<file path="config.mk">
export PLATFORM = sky130hd
export DESIGN_NAME = joy_db15_responder
export DESIGN_NICKNAME = d
export VERILOG_FILES = /design/src/rtl/joy_db15_responder_pkg.sv /design/src/rtl/joy_db15_responder_sync_edge.sv /design/src/rtl/joy_db15_responder.sv
export SDC_FILE = /design/constraint.sdc
export NUM_CORES = 1
export LEC_CHECK = 0
export CORE_ASPECT_RATIO = 0.9
export CORE_MARGIN = 2
export CORE_UTILIZATION = 25
export CTS_BUF_LIST = sky130_fd_sc_hd__clkbuf_8
export DETAILED_ROUTE_END_ITERATION = 12
export GPL_TIMING_DRIVEN = 0
export PLACE_DENSITY = 0.39
export SLEW_MARGIN = 10
export SYNTH_ARGS = -nofsm -noshare
export SYNTH_HDL_FRONTEND = slang
export SYNTH_HIERARCHICAL = 1
export SYNTH_SLANG_ARGS = --single-unit
</file>
<file path="constraint.sdc">
create_clock -name clk -period 2.9 [get_ports clk]
set_clock_uncertainty 0.1 [all_clocks]
set_input_delay 0.58 -clock clk [delete_from_list [all_inputs] [get_ports clk]]
set_output_delay 0.58 -clock clk [all_outputs]
set_load 0.01 [all_outputs]
</file>
<file path="src/rtl/joy_db15_responder_pkg.sv">
`default_nettype none
// ============================================================================
// Package     : joy_db15_responder_pkg
// Description : Shared constants for the DB15 joystick serial-chain responder.
//               Pad bit layout (bit0 = Right) and the active-low pin level
//               convention used on JOY_DATA.
// Revision    : 1.0 - initial release
// ============================================================================
package joy_db15_responder_pkg;

  // Bits per player pad word
  localparam int JOY_W = 12;

  // Pad word bit positions, active-high pressed
  localparam int JB_R      = 0;
  localparam int JB_L      = 1;
  localparam int JB_D      = 2;
  localparam int JB_U      = 3;
  localparam int JB_A      = 4;
  localparam int JB_B      = 5;
  localparam int JB_C      = 6;
  localparam int JB_BTN_D  = 7;
  localparam int JB_E      = 8;
  localparam int JB_F      = 9;
  localparam int JB_START  = 10;
  localparam int JB_SELECT = 11;

  // Serial line levels: a pressed button is driven low
  localparam logic JOY_PRESSED_LVL  = 1'b0;
  localparam logic JOY_RELEASED_LVL = 1'b1;

  // Converts an active-high "pressed" bit to the serial pin level.
  function automatic logic pin_level(input logic pressed);
    return pressed ? JOY_PRESSED_LVL : JOY_RELEASED_LVL;
  endfunction

endpackage : joy_db15_responder_pkg
`default_nettype wire

</file>
<file path="src/rtl/joy_db15_responder_sync_edge.sv">
`default_nettype none
// ============================================================================
// Module      : joy_db15_responder_sync_edge
// Description : Two-flop synchroniser for an asynchronous host pin plus a
//               history flop for edge detection. All flops reset to 1, the
//               idle level of the host lines, so releasing reset never
//               produces a spurious edge.
// Ports       : clk      - system clock
//               reset_n  - asynchronous active-low reset
//               din      - asynchronous input pin
//               sync     - synchronised level
//               rise     - one-cycle pulse on synchronised rising edge
//               fall     - one-cycle pulse on synchronised falling edge
// Revision    : 1.0 - initial release
// ============================================================================
module joy_db15_responder_sync_edge (
  input  logic clk,
  input  logic reset_n,
  input  logic din,
  output logic sync,
  output logic rise,
  output logic fall
);

  logic r_meta;
  logic r_sync;
  logic r_prev;

  always_ff @(posedge clk or negedge reset_n) begin
    if (!reset_n) begin
      r_meta <= 1'b1;
      r_sync <= 1'b1;
      r_prev <= 1'b1;
    end else begin
      r_meta <= din;
      r_sync <= r_meta;
      r_prev <= r_sync;
    end
  end

  assign sync = r_sync;
  assign rise =  r_sync & ~r_prev;
  assign fall = ~r_sync &  r_prev;

endmodule : joy_db15_responder_sync_edge
`default_nettype wire

</file>
<file path="src/rtl/joy_db15_responder.sv">
`default_nettype none
// ============================================================================
// Module      : joy_db15_responder
// Description : Far-end model of a DB15 joystick adapter: a 74HC165-style
//               parallel-in/serial-out chain. While JOY_LOAD is low both pad
//               words are captured; each JOY_CLK rising edge then shifts one
//               bit out on JOY_DATA (active low), player 1 bit 0 first.
//               Also reports host polling activity on link_active.
// Ports       : clk         - system clock
//               reset_n     - asynchronous active-low reset
//               joystick1   - player 1 pad, active-high pressed
//               joystick2   - player 2 pad, active-high pressed
//               JOY_CLK     - host shift clock (async), rising edge shifts
//               JOY_LOAD    - host parallel load (async), active low level
//               JOY_DATA    - serial data to host, 0 = pressed
//               bit_cnt     - bits shifted since last load, saturates at N
//               frame_done  - one-cycle pulse when bit_cnt reaches N
//               link_active - host loaded within the last TIMEOUT cycles
// Revision    : 1.0 - initial release
// ============================================================================
module joy_db15_responder
  import joy_db15_responder_pkg::*;
#(
  parameter int W       = JOY_W,
  parameter int PLAYERS = 2,
  parameter int TIMEOUT = 480000
) (
  input  logic                            clk,
  input  logic                            reset_n,
  input  logic [W-1:0]                    joystick1,
  input  logic [W-1:0]                    joystick2,
  input  logic                            JOY_CLK,
  input  logic                            JOY_LOAD,
  output logic                            JOY_DATA,
  output logic [$clog2(W*PLAYERS+1)-1:0]  bit_cnt,
  output logic                            frame_done,
  output logic                            link_active
);

  localparam int N  = W * PLAYERS;
  localparam int CW = $clog2(N + 1);
  localparam int TW = $clog2(TIMEOUT + 1);

  // --------------------------------------------------------------------------
  // Host pin synchronisers
  // --------------------------------------------------------------------------
  logic w_clk_s, w_clk_rise, w_clk_fall;
  logic w_load_s, w_load_rise, w_load_fall;

  joy_db15_responder_sync_edge u_sync_clk (
    .clk     (clk),
    .reset_n (reset_n),
    .din     (JOY_CLK),
    .sync    (w_clk_s),
    .rise    (w_clk_rise),
    .fall    (w_clk_fall)
  );

  joy_db15_responder_sync_edge u_sync_load (
    .clk     (clk),
    .reset_n (reset_n),
    .din     (JOY_LOAD),
    .sync    (w_load_s),
    .rise    (w_load_rise),
    .fall    (w_load_fall)
  );

  // Edge/level outputs of the synchronisers that this block has no use for
  logic unused_sync;
  assign unused_sync = &{1'b0, w_clk_s, w_clk_fall, w_load_rise};

  // --------------------------------------------------------------------------
  // Pad capture and shift chain
  // --------------------------------------------------------------------------
  logic [W-1:0]  r_joy1_q;
  logic [W-1:0]  r_joy2_q;
  logic [N-1:0]  r_shreg;
  logic [N-1:0]  w_snapshot;
  logic [N-1:0]  w_shreg_d;
  logic [CW-1:0] w_cnt_d;
  logic          w_done_d;

  assign w_snapshot = {r_joy2_q, r_joy1_q};

  // Load level dominates: a clock edge coinciding with load is dropped.
  // Shift-in of 0 means "released", so over-clocking reads idle-high.
  always_comb begin
    w_shreg_d = r_shreg;
    w_cnt_d   = bit_cnt;
    w_done_d  = 1'b0;
    if (!w_load_s) begin
      w_shreg_d = w_snapshot;
      w_cnt_d   = '0;
    end else if (w_clk_rise) begin
      w_shreg_d = {1'b0, r_shreg[N-1:1]};
      if (bit_cnt != CW'(N)) begin
        w_cnt_d = bit_cnt + 1'b1;
      end
      w_done_d = (bit_cnt == CW'(N - 1));
    end
  end

  // JOY_DATA is taken from the next-state chain so the host sees the new bit
  // three clk cycles after its pin edge (two sync stages + this register).
  always_ff @(posedge clk or negedge reset_n) begin
    if (!reset_n) begin
      r_joy1_q   <= '0;
      r_joy2_q   <= '0;
      r_shreg    <= '0;
      bit_cnt    <= CW'(N);
      JOY_DATA   <= JOY_RELEASED_LVL;
      frame_done <= 1'b0;
    end else begin
      r_joy1_q   <= joystick1;
      r_joy2_q   <= joystick2;
      r_shreg    <= w_shreg_d;
      bit_cnt    <= w_cnt_d;
      JOY_DATA   <= pin_level(w_shreg_d[0]);
      frame_done <= w_done_d;
    end
  end

  // --------------------------------------------------------------------------
  // Link activity timeout
  // --------------------------------------------------------------------------
  logic [TW-1:0] r_to_cnt;

  always_ff @(posedge clk or negedge reset_n) begin
    if (!reset_n) begin
      r_to_cnt    <= '0;
      link_active <= 1'b0;
    end else if (w_load_fall) begin
      r_to_cnt    <= '0;
      link_active <= 1'b1;
    end else if (r_to_cnt != TW'(TIMEOUT)) begin
      r_to_cnt    <= r_to_cnt + 1'b1;
    end else begin
      link_active <= 1'b0;
    end
  end

endmodule : joy_db15_responder
`default_nettype wire

</file>
Word-level counts from Yosys, hierarchy flattened:

Cells that the tools add are included.

* register bits: 81
* word-level logic and storage cells: 41

* equal/unequal tests: 6
* bitwise gates (word level): 4
* mux-type cells: 12
* reductions and logical operators: 2
* $add $sub $neg: 2

Operators by type and width (number)
* $mux 24: 2
* $mux 19: 2
* $add 19x1->19 const B: 1
* $ne 19x19->1 const B: 1
* $mux 5: 3
* $add 5x1->5 const B: 1
* $eq 5x5->1 const B: 1
* $mux 1: 5
* $ne 5x5->1 const B: 1
* $ne 2x2->1 const B: 2
* $and 1x1->1: 2
* $ne 2x1->1 const B: 1
* $not 1->1: 2
* $reduce_and 2->1: 1
* $reduce_bool 2->1: 1

Depth between registers and ports, before layout:

Gate-level depths: netlist of the first run.

* depth in word-level cells: 5
* depth in mapped cells: 6
* gate-level depth less buffers: 6

Modules after synthesis:

The synthesis of the first run kept the hierarchy.

By module, submodules not included
* joy_db15_responder: times used 1, area an instance 3101.7 um2, cells each 273
* joy_db15_responder_sync_edge: times used 2, area an instance 93.8 um2, cells each 5

Worst setup path after synthesis of the first run:

OpenSTA, ideal clock, no wires.

* kind: flip-flop to flip-flop
* from: reg u_sync_clk.r_sync (netlist: u_sync_clk/sync)
* to: reg bit_cnt[4]
* arrival time: 1570 ps
* cell stages (with the launch flop): 6
* buffers on the path: 1
* path slack: 1150 ps
* data required time: 2720 ps
* cells stage by stage: dfstp_2 -> nor2b_1 -> buf_2 -> a21boi_0 -> or3_1 -> a21boi_0

* word-level cells in the longest chain between the ends: 3

Ends and longest elaborated chain
* start, declared: line joy_db15_responder_sync_edge.sv:26 `logic r_sync;`
* start signal, assigned: line joy_db15_responder_sync_edge.sv:36 `r_sync <= r_meta;`
* $and 1x1->1: line joy_db15_responder_sync_edge.sv:42 `assign rise = r_sync & ~r_prev;`
* net w_clk_rise: line joy_db15_responder.sv:47 `logic w_clk_s, w_clk_rise, w_clk_fall;`
* $ne 2x2->1 (no source line)
* $reduce_and 2->1 (no source line)
* end signal, assigned: line joy_db15_responder.sv:110 `bit_cnt <= CW'(N);`
* end signal, assigned: line joy_db15_responder.sv:117 `bit_cnt <= w_cnt_d;`
* end, declared: line joy_db15_responder.sv:35 `output logic [$clog2(W*PLAYERS+1)-1:0] bit_cnt,`

The timed path passes the listed nets, and every way through them passes these cells.
A chain may end at the register's enable or synchronous reset.

Worst setup path in the final report of the first run:

* from: reg bit_cnt[3]
* to: out bit_cnt[3]

No word-level cell between the ends.

==> run_results.csv, run 1 <==
group,metric,value,unit
sta,min_period,2.17,ns
die,core_area,12700,um^2
worst_hold_path,hp-class,"in -> async",
sta,finalHoldViolCount,0,
synthesis,synth_warnings,6,
drt,ant_nets,0,
drt,vias,2147,
die,start_util,0.257,
synthesis,synth_area_per_cell,11.7,um^2
finish,fillers,1323,
global_routing,grt_pass1_wl,11500,um
die,die_area,14000,um^2
worst_setup_path,crit_family,"flip-flops",
placed_design,dpl.hpwl,4540,um
worst_setup_path,crit_buf_inv,1,
placed_design,routabilityCongestion,0.744,
worst_setup_path,path_cells,"clkdlybuf4s50_1",
synthesis,syn_nets,313,
worst_setup_path,max_stage_delay,0.58,ns
die,rows,39,
synthesis,synth_cells,281,
finish,flow.area_growth_from_synthesis,23.7,%
clock_network,cts_resized,0,
sta,period_share,0.750,
worst_setup_path,critPathSlowestCell,"dfstp_2",
sta,fmax,0.460,GHz
die,die_h,113,um
drt,wire_per_inst,13.5,um
sta,final.setup.tns,0,ns
clock_network,htree_levels,3,
drt,initialDrtViolationCount,126,
power_and_ir_drop,p_per_area,578,nW/um^2
worst_setup_path,cp.arrival,1.49,ns
finish,diodes,0,
worst_setup_path,cp_max_fo,5,
finish,nets,360,
clock_network,path_clk_slew,0.09,ns
power_and_ir_drop,peakVddDrop,203,uV
drt,drc,0,
synthesis,synthesis.area,3270,um^2
drt,routed_via_density,4.32,
clock_network,cts_root_buf,"clkbuf_8",
worst_setup_path,critical_path_required,2.22,ns
global_routing,grt_max_degree,46,
clock_network,cts_setup_buffers,0,
die,num_io_pins,36,
global_routing,overflow,0,
worst_setup_path,r2r_setup_slack,0.84,ns
placed_design,dpl_cell_area,3850,um^2
clock_network,clockBufferDepth,2,
worst_setup_path,cp-start-kind,"register",
clock_network,cts_tree,"built",
power_and_ir_drop,p_leak,1.68,nW
global_routing,antenna_found_initial,0,
clock_network,numCtsBuffers,9,
worst_setup_path,end_kind,"primary output",
drt,totalWireLength,6700,um
die,dieWidth,125,um
run_status,outcome,"finished, final reports clean",
sta,setup_viol,0,
clock_network,clock_sinks,81,
drt,dr.pass1.iters,4,
worst_setup_path,critPathKind,"reg -> out",
sta,rsz0062_at_grt,"false",
flow_run,cap_viol_max_count,0,
sta,max-slew-margin-rel,0.571,
placed_design,io_buffers,35,
sta,worst_slew_pin_slew,0.638,ns
finish,drive_above_1_share,0.117,
finish,design_area,4050,um^2
clock_network,clock_latency,0.37,ns
sta,final_max_slew_viol_count,0,
clock_network,holdBufCountCts,0,
global_routing,grt_usage,0.106,
global_routing,grt_pass1_vias,2238,
where the power goes:
group	switching [mW]	internal, mW
sequential	0.0515	1.21
combinational	0.131	0.121
clock	0.424	0.397
total	0.606	1.73
layer usage:
layer	wire length, um	up-vias	global-route usage	share of wire
li1	-	1071	-	-
met1	3390	1034	0.140	0.51
met2	2880	31	0.154	0.43
met3	300	11	0.0391	0.045
met4	131	0	0.0472	0.020
met5	0	-	0	0
cell type report:
class                   count  area (um^2)  share of cell area
plain buffers              13         56.3              0.0139
well taps                 164          205              0.0507
repair buffers             36          375              0.0927
clock inverters             7         70.1              0.0173
inverters                   8         30.0             0.00742
flip-flops and latches     81         2040               0.503
multi-input cells         179         1150               0.284
clock buffers               9          124              0.0306
path summary, 6_finish.rpt:
path | from | end | cells after the start
worst max-delay path | bit_cnt[3] | bit_cnt[3] | 1
worst min-delay path | reset_n | r_to_cnt[0] | 1
worst min register to register | u_sync_load/r_meta | u_sync_load/sync | 0
min in group clk | u_sync_load/r_meta | u_sync_load/sync | 0
max in group asynchronous | reset_n | JOY_DATA | 2
worst max register to register | u_sync_load/sync | bit_cnt[4] | 4
metrics by stage:
stage | hold WS (ns) | utilization | setup slack (ns) | power, mW | instances
after floorplan | 0.184 | - | 1.16 | 1.42 | 281
after global placement | 0.246 | 0.301 | -1.92 | 1.54 | 480
after detailed placement | 0.247 | 0.303 | 0.764 | 1.55 | 481
after CTS | 0.0695 | 0.318 | 0.688 | 2.40 | 497
after global routing | 0.0775 | 0.318 | 0.449 | 2.48 | 497
final | 0.0615 | 0.318 | 0.726 | 2.34 | 497
cell usage in the layout, fill, tap and decap left out, types with 3 or more instances in the layout:
cell type        instances
dfrtp_1                 72
nor2_1                  34
clkdlybuf4s50_1         34
a21oi_1                 31
mux2i_1                 23
nand2_1                 11
o21ai_0                 10
dfstp_2                  9
inv_1                    9
clkbuf_8                 9
nand4_1                  7
nand3_1                  7
buf_2                    6
xor2_1                   6
clkbuf_1                 5
nor2b_1                  4
nor3_1                   4
xnor2_1                  4
ha_1                     4
or3_1                    3
registers in the layout, summed over array words and instances, names as in the netlist:
signal,flops
r_shreg,24
u_sync_load/r_prev,1
u_sync_load/r_meta,1
u_sync_load/sync,1
JOY_DATA,1
u_sync_clk/sync,1
bit_cnt,5
r_joy2_q,12
u_sync_clk/r_meta,1
u_sync_clk/r_prev,1
link_active,1
r_joy1_q,12
frame_done,1
r_to_cnt,19
(Power assumes the default switching activity.)
==> run 2: changes to the inputs <==
==> constraint.sdc (replaced) <==
create_clock -name clk -period 2.1 [get_ports clk]
set_clock_uncertainty 0.1 [all_clocks]
set_input_delay 0.42 -clock clk [delete_from_list [all_inputs] [get_ports clk]]
set_output_delay 0.42 -clock clk [all_outputs]
set_load 0.01 [all_outputs]
==> run_results.csv, run 2 (synthesized netlist as in run 1, its figures left out) <==
group,metric,value,unit
worst_setup_path,cp-start-kind,"register",
die,die_h,113,um
worst_hold_path,min_to,"u_sync_load/sync",
sta,max-slew-margin-rel,0.650,
global_routing,grt_max_degree,46,
drt,initialDrtViolationCount,125,
die,start_util,0.257,
worst_setup_path,critPathSlowestCell,"dfstp_2",
worst_setup_path,max_stage_delay,0.58,ns
global_routing,use_met1,0.140,
worst_hold_path,min-delay-start,"u_sync_load/r_meta",
worst_hold_path,hp-class,"reg -> reg",
clock_network,clockBufferDepth,2,
finish,nets,361,
worst_setup_path,critical_path_required,1.58,ns
worst_setup_path,crit_family,"flip-flops",
global_routing,grt_pass1_vias,2244,
global_routing,grt_usage,0.106,
worst_setup_path,reg2reg_to,"r_to_cnt[18]",
finish,flow.area_growth_from_synthesis,24.1,%
sta,rsz0062_at_grt,"false",
run_status,outcome,"finished, final reports clean",
drt,dr.pass1.iters,4,
drt,ant_nets,0,
sta,final_max_slew_viol_count,0,
drt,wire_per_inst,13.5,um
global_routing,met3_usage,0.0391,
worst_setup_path,path_cells,"clkdlybuf4s50_1",
power_and_ir_drop,p_per_area,795,nW/um^2
drt,drc,0,
worst_setup_path,cp.arrival,1.49,ns
worst_setup_path,r2r_start,"r_to_cnt[1]",
worst_hold_path,min_path_cells,0,
clock_network,htree_levels,3,
clock_network,cts_root_buf,"clkbuf_8",
finish,largest_registers,"r_shreg: 24 flops, r_to_cnt: 19 flops",
worst_setup_path,end_kind,"primary output",
finish,final_cell_mix,"dfrtp_1 (72), clkdlybuf4s50_1 (34), nor2_1 (33), a21oi_1 (31), mux2i_1 (23)",
sta,min_period,2.01,ns
worst_setup_path,worst-r2r-cell-count,6,
clock_network,numCtsBuffers,9,
die,num_io_pins,36,
finish,mostFrequentLayoutCell,"dfrtp_1",
finish,largest_reg_flops,24,
die,dieWidth,125,um
sta,finalHoldViolCount,0,
finish,diodes,0,
finish,final_cells,498,
die,die_area,14000,um^2
global_routing,grt_pass1_wl,11500,um
drt,routed_via_density,4.32,
global_routing,antenna_found_initial,0,
clock_network,clock_latency,0.37,ns
sta,period_share,0.958,
sta,fmax,0.497,GHz
worst_setup_path,crit_buf_inv,1,
drt,vias,2150,
finish,regMostFlops,"r_shreg",
global_routing,grt.busiest_layer,"met2",
power_and_ir_drop,power,3.23,mW
power_and_ir_drop,p_leak,1.69,nW
placed_design,routabilityCongestion,0.744,
flow_run,cap_viol_max_count,0,
die,core_area,12700,um^2
power_and_ir_drop,peakVddDrop,281,uV
placed_design,dpl.hpwl,4540,um
sta,worst_slew_pin_slew,0.524,ns
finish,drive_above_1_share,0.123,
worst_setup_path,cp_max_fo,5,
clock_network,path_clk_slew,0.08,ns
global_routing,gr-usage-met2,0.154,
drt,totalWireLength,6710,um
die,rows,39,
clock_network,clock_sinks,81,
clock_network,cts_tree,"built",
global_routing,overflow,0,
placed_design,io_buffers,35,
placed_design,dpl.cell_count,481,
worst_setup_path,critPathKind,"reg -> out",
worst_setup_path,r2r_setup_slack,0.22,ns
sta,whs,0.257,ns
sta,setup_viol,0,
[run 2: cell count changes in the layout (fill, tap and decap cells not counted), sizes merged]
cell | previous run | this run
dlygate4sd3 | 0 | 1
[run 2: worst max path at each step]
stage / startpoint / endpoint / cells after the start / slack, ns
after global placement: reset_n / r_joy2_q[1] / 1 / -2.56
final: bit_cnt[3] / bit_cnt[3] / 1 / 0.09
after detailed placement: u_sync_load/sync / bit_cnt[2] / 4 / -0.04
after floorplan: u_sync_clk/sync / bit_cnt[4] / 5 / 0.36
after global routing: bit_cnt[3] / bit_cnt[3] / 1 / 0.02
after CTS: bit_cnt[3] / bit_cnt[3] / 1 / 0.05
[run 2: layout make-up]
cell class                      count  area, um^2
Buffer                             13        56.3
Clock buffer                        9         124
Clock inverter                      7        70.1
Fill cell                        1323        8670
Inverter                            8        30.0
Multi-Input combinational cell    179        1160
Sequential cell                    81        2040
Tap cell                          164         205
Timing Repair Buffer               37         385
[run 2: per-stage QoR]
stage	TNS, ns	cell area, um^2	util	worst slack, ns
after floorplan	0	3270	-	0.359
after global placement	-197.65	3830	0.301	-2.56
after detailed placement	-0.0711	3850	0.303	-0.0363
after CTS	0	4060	0.319	0.0481
after global routing	0	4070	0.319	0.0191
final	0	4070	0.319	0.0889
[run 2: metal layers]
| metal | wire (um) | vias up | part of all wire |
|---|---|---|---|
| li1 | - | 1073 | - |
| met1 | 3360 | 1034 | 0.50 |
| met2 | 2910 | 32 | 0.43 |
| met3 | 303 | 11 | 0.045 |
| met4 | 131 | 0 | 0.020 |
| met5 | 0 | - | 0 |
[run 2: repair_timing]
| item | CTS | global route |
|---|---|---|
| endpoints found under the setup margin | 2 | 3 |
| hold buffers | 1 | 0 |
| setup buffers | 0 | 0 |
| gates resized for setup | 1 | 2 |
| endpoints found under the hold margin | 28 | 0 |
[run 2: power breakdown]
group	switching [mW]	internal [mW]	total, mW
clock	0.585	0.549	1.13
sequential	0.0711	1.68	1.75
combinational	0.181	0.169	0.350
total	0.838	2.39	3.23
==> run 3: changes to the inputs <==
--- a/config.mk
+++ b/config.mk
@@ -7,11 +7,12 @@
 export LEC_CHECK = 0
 export CORE_ASPECT_RATIO = 0.9
 export CORE_MARGIN = 2
-export CORE_UTILIZATION = 25
+export CORE_UTILIZATION = 45
 export CTS_BUF_LIST = sky130_fd_sc_hd__clkbuf_8
 export DETAILED_ROUTE_END_ITERATION = 12
 export GPL_TIMING_DRIVEN = 0
-export PLACE_DENSITY = 0.39
+export PLACE_DENSITY = 0.66
+export SKIP_LAST_GASP = 1
 export SLEW_MARGIN = 10
 export SYNTH_ARGS = -nofsm -noshare
 export SYNTH_HDL_FRONTEND = slang
==> run_results.csv, run 3 (synthesized netlist as in run 1, its figures left out) <==
group,metric,value,unit
global_routing,overflow,0,
die,start_util,0.465,
drt,totalWireLength,5800,um
drt,routed_via_density,5.13,
die,core_area,7040,um^2
drt,drc,0,
power_and_ir_drop,p_per_area,800,nW/um^2
finish,drive_above_1_share,0.123,
global_routing,antenna_found_initial,0,
sta,min_period,2.00,ns
run_status,outcome,"finished, final reports clean",
global_routing,grt.busiest_layer,"met2",
finish,diodes,0,
sta,worst_slew_pin_slew,0.477,ns
drt,vias,2190,
sta,finalHoldViolCount,0,
worst_hold_path,hp-class,"reg -> reg",
finish,final_cells,427,
global_routing,grt_max_degree,61,
die,num_io_pins,36,
die,rows,29,
global_routing,grt_pass1_wl,10300,um
finish,seq_area,2040,um^2
worst_setup_path,critPathSlowestCell,"dfstp_2",
die,dieWidth,93.9,um
placed_design,io_buffers,35,
global_routing,grt_usage,0.165,
finish,largest_registers,"r_shreg: 24 flops, r_to_cnt: 19 flops",
worst_setup_path,critPathKind,"reg -> out",
sta,period_share,0.954,
clock_network,numCtsBuffers,9,
worst_setup_path,crit_family,"flip-flops",
finish,flow.area_growth_from_synthesis,21.2,%
global_routing,met3_usage,0.0560,
clock_network,clockBufferDepth,2,
sta,fin_ws,0.0968,ns
global_routing,use_met1,0.229,
worst_setup_path,critical_path_required,1.58,ns
finish,multiInputGateArea,1150,um^2
die,die_h,84.9,um
power_and_ir_drop,peakVddDrop,480,uV
clock_network,clock_sinks,81,
sta,rsz0062_at_grt,"false",
clock_network,htree_levels,3,
sta,setup_viol,0,
worst_setup_path,cp.arrival,1.48,ns
worst_setup_path,max_stage_delay,0.57,ns
worst_setup_path,end_kind,"primary output",
clock_network,clock_latency,0.35,ns
global_routing,grt_pass1_vias,2188,
worst_setup_path,path_cells,"clkdlybuf4s50_1",
flow_run,cap_viol_max_count,0,
placed_design,pre_cts_slack,0.0341,ns
clock_network,cts_tree,"built",
worst_setup_path,crit_buf_inv,1,
die,die_area,7980,um^2
finish,nets,361,
drt,ant_nets,0,
clock_network,cts_setup_buffers,0,
sta,max-slew-margin-rel,0.682,
finish,fillers,609,
placed_design,routabilityCongestion,0.799,
drt,wire_per_inst,13.6,um
placed_design,dpl.hpwl,4000,um
clock_network,path_clk_slew,0.09,ns
worst_setup_path,cp_max_fo,5,
finish,mostFrequentLayoutCell,"dfrtp_1",
finish,regMostFlops,"r_shreg",
finish,largest_reg_flops,24,
power_and_ir_drop,p_leak,1.68,nW
drt,initialDrtViolationCount,118,
clock_network,cts_root_buf,"clkbuf_8",
placed_design,dpl.cell_count,410,
drt,dr.pass1.iters,4,
global_routing,gr-usage-met2,0.252,
worst_setup_path,cp-start-kind,"register",
finish,final_cell_mix,"dfrtp_1 (72), nor2_1 (34), clkdlybuf4s50_1 (34), a21oi_1 (31), mux2i_1 (23)",
sta,fmax,0.499,GHz
sta,final_max_slew_viol_count,0,
## run 3: cell count changes in the layout (fill, tap and decap cells not counted), sizes merged
| cell | before | now |
|---|---|---|
| bufinv | 1 | 0 |
| clkinv | 4 | 0 |
| inv | 10 | 15 |
## run 3: metrics by stage
| step | power (mW) | TNS [ns] | hold slack, ns | area (um^2) | utilization |
|---|---|---|---|---|---|
| global placement | 2.11 | -173.65 | 0.246 | 3740 | 0.531 |
| detailed placement | 2.12 | 0 | 0.235 | 3770 | 0.535 |
| CTS | 3.22 | 0 | 0.260 | 3970 | 0.563 |
| floorplan | 1.96 | 0 | 0.0244 | 3270 | - |
| finish | 3.18 | 0 | 0.259 | 3970 | 0.564 |
| global route | 3.37 | 0 | 0.264 | 3970 | 0.564 |
## run 3: layout make-up
cell class	instances	area share
Clock inverter	7	0.0167
Clock buffer	9	0.0312
Sequential cell	81	0.513
Tap cell	93	0.0293
Buffer	13	0.0142
Inverter	8	0.00756
Multi-Input combinational cell	179	0.291
Timing Repair Buffer	37	0.0971
## run 3: per-layer routing
metal,wire length (um),part of all wire,vias to the layer above
met5,0,0,-
met4,50,0.0086,0
met3,248,0.043,4
met2,2730,0.47,46
met1,2770,0.48,1075
li1,-,-,1065
## run 3: report_power, final
group          internal, mW  leakage, nW  switching, mW
Combinational         0.169        0.616          0.176
Clock                 0.467       0.0995          0.618
Sequential             1.68        0.966         0.0713
Total                  2.31         1.68          0.865
## run 3: final timing paths
| kind | from | to | slack [ns] | cells after the start |
|---|---|---|---|---|
| min in group asynchronous | reset_n | r_to_cnt[18] | 0.40 | 2 |
| hold / removal | u_sync_load/r_meta | u_sync_load/sync | 0.26 | 0 |
| max in group asynchronous | reset_n | bit_cnt[4] | 0.88 | 3 |
| setup / recovery | bit_cnt[4] | bit_cnt[4] | 0.1 | 1 |
| setup reg to reg | r_to_cnt[2] | r_to_cnt[17] | 0.22 | 4 |
| hold reg to reg | u_sync_load/r_meta | u_sync_load/sync | 0.26 | 0 |
## run 3: what timing repair did
action / in CTS / in global routing
hold endpoints to repair: 17 / 0
setup endpoints to repair: 1 / 1
hold buffers: 1 / 0
gates resized for setup: 1 / 1
